`src/rtl/kulisch_extract_fixed.sv`:
```
// -----------------------------------------------------------------------------
// kulisch_extract_fixed
//
// Drains a two's-complement Kulisch accumulator snapshot into sign / exponent /
// fraction form. A snapshot is taken over a valid/ready handshake. The block
// converts it to a magnitude, finds the leading one with an MSB-first scan of
// SCAN_W-bit chunks, and emits the FRAC bits below the hidden leading one
// together with the bit index of that one.
//
// Result value = (-1)^signOut * 1.fracOut * 2^(expOut - ACC_FRAC).
// Zero, inf and overflow inputs bypass the scan and are flagged directly.
//
// Optional feature (compile-time macro):
//   KULISCH_EXTRACT_RNE_EN  defined   -> round to nearest, ties to even
//                           undefined -> truncate the magnitude (toward zero)
// Both builds have identical latency.
//
// Parameters:
//   ACC_NON_FRAC  accumulator integer bits, sign included
//   ACC_FRAC      accumulator fraction bits
//   FRAC          output fraction bits below the hidden one
//   SCAN_W        bits examined per scan cycle; must divide ACC_BITS
//   ACC_BITS must be at least FRAC + 3 so that guard and sticky bits exist.
//
// Ports:
//   clock            rising-edge clock
//   resetn           asynchronous active-low reset
//   inValid/inReady  snapshot handshake; inReady is high only while idle
//   accIn            accumulator, LSB weight 2^-ACC_FRAC
//   accIsInf         accumulator holds inf
//   accIsOverflow    accumulator overflowed
//   accOverflowSign  sign of the overflow
//   outValid/outReady result handshake; outputs hold while outValid is high
//   signOut, expOut, fracOut, zeroOut, infOut  result fields
// -----------------------------------------------------------------------------
module kulisch_extract_fixed #(
  parameter int ACC_NON_FRAC = 8,
  parameter int ACC_FRAC     = 8,
  parameter int FRAC         = 4,
  parameter int SCAN_W       = 4
) (
  input  logic                                         clock,
  input  logic                                         resetn,
  input  logic                                         inValid,
  output logic                                         inReady,
  input  logic [ACC_NON_FRAC+ACC_FRAC-1:0]             accIn,
  input  logic                                         accIsInf,
  input  logic                                         accIsOverflow,
  input  logic                                         accOverflowSign,
  output logic                                         outValid,
  input  logic                                         outReady,
  output logic                                         signOut,
  output logic [$clog2(ACC_NON_FRAC+ACC_FRAC+1)-1:0]   expOut,
  output logic [FRAC-1:0]                              fracOut,
  output logic                                         zeroOut,
  output logic                                         infOut
);

  localparam int ACC_BITS = ACC_NON_FRAC + ACC_FRAC;
  localparam int EXP      = $clog2(ACC_BITS + 1);
  localparam int NCHUNK   = ACC_BITS / SCAN_W;
  localparam int CIDX_W   = (NCHUNK > 1) ? $clog2(NCHUNK) : 1;
  localparam int POS_W    = (SCAN_W > 1) ? $clog2(SCAN_W) : 1;

  typedef enum logic [2:0] {
    S_IDLE,
    S_ABS,
    S_SCAN,
    S_ROUND,
    S_DONE
  } state_t;

  state_t                state_q, state_d;

  logic [ACC_BITS-1:0]   mag_q;     // raw snapshot, then its magnitude
  logic                  bypass_q;  // zero/inf/overflow: skip the scan
  logic [CIDX_W-1:0]     idx_q;     // chunk currently being scanned
  logic [EXP-1:0]        lead_q;    // bit index of the leading one
  logic                  sign_q;
  logic [EXP-1:0]        exp_q;
  logic [FRAC-1:0]       frac_q;
  logic                  zero_q;
  logic                  inf_q;

  logic                  special;
  logic [SCAN_W-1:0]     chunk;
  logic [POS_W-1:0]      pos;
  logic [EXP-1:0]        scan_lead;
  logic [ACC_BITS-1:0]   norm;
  logic [FRAC-1:0]       frac_t;
  logic                  round_up;
  logic [FRAC:0]         frac_sum;

  assign special = accIsInf | accIsOverflow;

  // ---------------------------------------------------------------------------
  // State register
  // ---------------------------------------------------------------------------
  // NOTE: sequential state uses non-blocking assignments so every register
  // samples the pre-edge value of every other register, whatever the order.
  always_ff @(posedge clock or negedge resetn) begin
    if (!resetn) state_q <= S_IDLE;
    else         state_q <= state_d;
  end

  // ---------------------------------------------------------------------------
  // Next-state logic
  // ---------------------------------------------------------------------------
  // NOTE: state_d gets a default before the case so no path leaves it
  // unassigned, which would otherwise infer a latch.
  always_comb begin
    state_d = state_q;
    unique case (state_q)
      S_IDLE:  if (inValid)      state_d = S_ABS;
      // Special inputs pass through ABS untouched; this keeps the bypass
      // latency at one cycle after the accept edge.
      S_ABS:   state_d = bypass_q ? S_DONE : S_SCAN;
      S_SCAN:  if (|chunk)       state_d = S_ROUND;
      S_ROUND: state_d = S_DONE;
      S_DONE:  if (outReady)     state_d = S_IDLE;
      default: state_d = S_IDLE;
    endcase
  end

  // ---------------------------------------------------------------------------
  // Scan: leading one within the current chunk (highest set bit wins)
  // ---------------------------------------------------------------------------
  always_comb begin
    chunk = mag_q[idx_q*SCAN_W +: SCAN_W];
    pos   = '0;
    for (int j = 0; j < SCAN_W; j++) begin
      if (chunk[j]) pos = POS_W'(j);
    end
    scan_lead = EXP'(int'(idx_q) * SCAN_W + int'(pos));
  end

  // ---------------------------------------------------------------------------
  // Round: left-justify the magnitude so the leading one sits at the MSB.
  // Bits below it are then the fraction, guard and sticky in fixed positions.
  // Fraction bits that fall below bit 0 come in as zeros from the shift.
  // ---------------------------------------------------------------------------
  always_comb begin
    norm   = mag_q << (ACC_BITS - 1 - int'(lead_q));
    frac_t = norm[ACC_BITS-2 -: FRAC];
  end

`ifdef KULISCH_EXTRACT_RNE_EN
  logic guard;
  logic sticky;
  logic unused_norm;

  assign guard       = norm[ACC_BITS-2-FRAC];
  assign sticky      = |norm[ACC_BITS-3-FRAC:0];
  assign round_up    = guard & (sticky | frac_t[0]);
  assign unused_norm = norm[ACC_BITS-1];
`else
  logic unused_norm;

  assign round_up    = 1'b0;
  assign unused_norm = ^{norm[ACC_BITS-1], norm[ACC_BITS-2-FRAC:0]};
`endif

  // A carry out of the fraction leaves the low FRAC bits all zero, so the
  // truncated sum is already the correct fraction and the carry bumps expOut.
  assign frac_sum = {1'b0, frac_t} + {{FRAC{1'b0}}, round_up};

  // ---------------------------------------------------------------------------
  // Datapath registers
  // ---------------------------------------------------------------------------
  always_ff @(posedge clock or negedge resetn) begin
    if (!resetn) begin
      mag_q    <= '0;
      bypass_q <= 1'b0;
      idx_q    <= '0;
      lead_q   <= '0;
      sign_q   <= 1'b0;
      exp_q    <= '0;
      frac_q   <= '0;
      zero_q   <= 1'b0;
      inf_q    <= 1'b0;
    end else begin
      unique case (state_q)
        S_IDLE: begin
          if (inValid) begin
            mag_q    <= accIn;
            bypass_q <= special | (accIn == '0);
            inf_q    <= special;
            sign_q   <= ~accIsInf & accIsOverflow & accOverflowSign;
            zero_q   <= ~special & (accIn == '0);
            exp_q    <= '0;
            frac_q   <= '0;
          end
        end
        S_ABS: begin
          if (!bypass_q) begin
            sign_q <= mag_q[ACC_BITS-1];
            // The most negative value negates to itself, which read as
            // unsigned is exactly its magnitude.
            mag_q  <= mag_q[ACC_BITS-1] ? -mag_q : mag_q;
            idx_q  <= CIDX_W'(NCHUNK - 1);
          end
        end
        S_SCAN: begin
          if (|chunk) lead_q <= scan_lead;
          else        idx_q  <= idx_q - CIDX_W'(1);
        end
        S_ROUND: begin
          frac_q <= frac_sum[FRAC-1:0];
          exp_q  <= lead_q + EXP'(frac_sum[FRAC]);
        end
        S_DONE: ;
        default: ;
      endcase
    end
  end

  // ---------------------------------------------------------------------------
  // Outputs
  // ---------------------------------------------------------------------------
  assign inReady  = (state_q == S_IDLE);
  assign outValid = (state_q == S_DONE);
  assign signOut  = sign_q;
  assign expOut   = exp_q;
  assign fracOut  = frac_q;
  assign zeroOut  = zero_q;
  assign infOut   = inf_q;

endmodule

```
`config.mk`:
```
export PLATFORM = sky130hd
export DESIGN_NAME = kulisch_extract_fixed
export DESIGN_NICKNAME = d
export VERILOG_FILES = /design/src/rtl/kulisch_extract_fixed.sv
export SDC_FILE = /design/constraint.sdc
export NUM_CORES = 1
export LEC_CHECK = 0
export BUFFER_PORTS_ARGS = -buffer_cell sky130_fd_sc_hd__buf_2
export CAP_MARGIN = 20
export CORE_MARGIN = 4
export CORE_UTILIZATION = 55
export DETAILED_ROUTE_END_ITERATION = 10
export GPL_TIMING_DRIVEN = 1
export PLACE_DENSITY = 0.75
export SYNTH_ARGS = -nofsm -noshare
export SYNTH_HDL_FRONTEND = slang
export SYNTH_SLANG_ARGS = --single-unit
```
`constraint.sdc`:
```
create_clock -name clock -period 3 [get_ports clock]
set_input_delay 0.45 -clock clock [delete_from_list [all_inputs] [get_ports clock]]
set_output_delay 0.45 -clock clock [all_outputs]
set_load 0.1 [all_outputs]
```
==> metrics.cfg <==
[run_status]
status = finished, final reports clean

[power]
p_sw_share_pct = 51.1
leakage_nw = 1.16
p_int_mw = 1.60
p_total_mw = 3.27
p_sw_mw = 1.67
combPwrFrac_pct = 52.6
power_density_mw_per_mm2 = 1220
power_frac_clock_pct = 13.9
p_seq_share_pct = 33.5
max-vdd-ir-drop_mv = 0.617

[clock_network]
cts.sinks = 37
path_clk_slew_ps = 80
clkLatencyLatePin_ps = 290
cts_max_level = 2
cts_made_buffers = 5
cts_root_buffer = clkbuf_8
cts_tree = built
cts_post_setup_buffers_inserted = 0
cts_hold_buf = 0
cts.path.max_buffers = 2
cts_resized = 0

[worst_setup_path]
cp.arrival_ps = 2490
path_cells = mux4_2 > or4_4 > nand3_2 > mux2_1
critPathLaunchType = flip-flop
worst-path-max-fanout = 8
crit_slowest_cell = or4_4
crit_required_ps = 3180
slowest_delay_ps = 590
end_kind = flip-flop
path_class = flip-flop to flip-flop

[global_route]
antenna_found_initial = 0
grt_pass1_vias = 1943
grt_max_degree = 38
grt_use_total_pct = 22.0
gr-total-overflow = 0
grt_pass1_wl_mm = 9.32

[logic_synthesis]
async_reset_ff_share_pct = 100
synth_area_leaders = dfrtp_1 39%, mux4_2 7.6%, mux2i_1 6.3%
synth_area_per_cell_sq_um = 8.84
synth-seq-area-share_pct = 38.9
ys.flop_type = dfrtp_1
synth_top_cell_by_area = dfrtp_1
synth_edf_count = 0
syn_nets = 293
syn_inst = 269
synth_top_area_share_pct = 38.9
ys_ff_latch = 37
synthesis.area_sq_mm = 0.00238
yosys_warnings = 0
synth_cell_type_count = 48

[cells_and_area]
finalInstanceArea_sq_mm = 0.00268
fill_cells = 357
synthToLayoutAreaGrowth_pct = 12.8
drive_gt1_share_pct = 19.9
fin_cells = 347
multi_input_area_sq_mm = 0.00133
diodes = 0
post-route-util_pct = 65.6
register_area_sq_um = 926
nets = 320

[drt]
via_count = 2091
final_antenna_net_count = 0
drcViolationCount = 0
avgRoutedWirePerCell_microns = 16.1
drtIter0Drc = 114
dr.pass1.iters = 4
viasPerCell = 6.03
wirelength_mm = 5.59

[timing]
setup_viol = 0
fin_crit_ps = 2310
worst_slew_pin_slew_ps = 830
final-hold-violation-count = 0
setup_tns_ps = 0
fmax_mhz = 432
rsz0062_at_grt = false
drv_slew = 0
post-route-period-util_pct = 77.1
relSlewSlack_pct = 44.7
fin_skew_ps = 9.62

[placement]
globalplace.congestion = 0.881
hpwl_mm = 4.00
dpl_cell_area_sq_mm = 0.00256
port-buffer-count = 35
dp.cells = 339

[floorplan]
die_area_sq_mm = 0.00544
start_util_pct = 58.2
row_count = 23
die_h_microns = 73.7
core_area_sq_mm = 0.00409
io_pins = 37
die_width_microns = 73.7

[job]
cap_violations = 0

[min_path]
hp-class = input pin to asynchronous set/reset pin

layout make-up:
| class | count | area share, % |
|---|---|---|
| timing repair buffer | 38 | 7.37 |
| sequential | 37 | 34.5 |
| tap | 50 | 2.33 |
| inverter | 12 | 1.68 |
| clock buffer | 7 | 3.22 |
| clock inverter | 1 | 1.12 |
| multi-input combinational | 202 | 49.7 |
per-layer routing:
metal / track usage [%] / share of wire, %
met1: 30.9 / 47
met2: 34.7 / 48
met3: 4.51 / 4.0
met4: 5.63 / 0.68
met5: 0 / 0
state kept, by name, indices dropped and copies added (netlist names):
register,count
state_q,3
fracOut,4
idx_q,2
lead_q,4
bypass_q,1
expOut,4
mag_q,16
signOut,1
zeroOut,1
infOut,1
path summary, 6_finish.rpt:
check	to	slack (ps)	startpoint	cells past startpoint
setup / recovery	lead_q[3]	690	idx_q[0]	4
hold / removal	signOut	250	resetn	1
setup reg to reg	lead_q[3]	690	idx_q[0]	4
hold reg to reg	expOut[3]	470	expOut[3]	2
max in group asynchronous	fracOut[2]	2220	resetn	1
min in group clock	mag_q[0]	380	accIn[0]	3
cells in the mapped netlist (2+ instances only):
cell and number:
dfrtp_1 37, inv_1 11, a22oi_1 7, mux2i_1 15, a22o_1 7, o21ai_0 28, nand2_1 25, or3_1 3
and2_1 2, o22ai_1 3, nor2b_1 2, buf_2 3, nor3_1 13, nor4_1 8, clkbuf_1 13, nand3_1 5
nor2_1 32, a31oi_1 2, nand3b_1 2, nand4_1 3, nor3b_1 3, mux4_2 8, a21oi_1 11, a211oi_1 2
metrics by stage:
step | hold slack [ps] | setup slack [ps]
2_1_floorplan | 154 | 727
3_3_place_gp | 459 | 718
3_5_place_dp | 463 | 696
4_1_cts | 290 | 685
5_1_grt | 303 | 601
6_report | 254 | 687
cells in the final DEF, fill, tap and decap left out, drive strengths merged, types with 2 or more instances in the layout:
cell type	Yosys	final
a22oi	7	7
nor3b	3	3
a211oi	2	2
nand4	3	3
or3	3	3
a31oi	2	2
buf	5	38
dfrtp	37	37
nor2b	2	2
nor3	13	13
nand3b	2	2
mux2	2	2
clkbuf	13	7
and2	2	2
o21ai	29	29
nor4	8	8
nand3	6	6
nor2	32	32
o22ai	3	3
inv	11	11
a22o	7	7
a21oi	11	11
mux2i	15	15
mux4	8	8
nand2	25	25
power groups by stage:
stage | Clock (mW) | Combinational [mW] | Sequential (mW)
5_1_grt | 0.482 | 1.88 | 1.14
2_1_floorplan | 0 | 1.28 | 1.19
3_3_place_gp | 0 | 1.69 | 1.09
6_report | 0.453 | 1.72 | 1.10
3_5_place_dp | 0 | 1.72 | 1.10
4_1_cts | 0.456 | 1.72 | 1.09
logic make-up (layout without fill, tap and decap cells):
family,Yosys count,after routing,share of synthesized area (%)
adders and majority gates,1,1,0.526
other,1,1,0.158
buffers and inverters,30,58,5.37
muxes,25,25,14.8
AOI/OAI and AO/OA,74,74,19.9
DFF,37,37,38.9
and+or+nand+nor,101,101,20.3
worst max-delay path, delay by kind of cell (launching register included):
family / cells / cell delay (ps)
muxes: 2 / 910
and+or+nand+nor: 2 / 740
DFF: 1 / 560
Note: power is estimated with default switching activity, not from simulation.
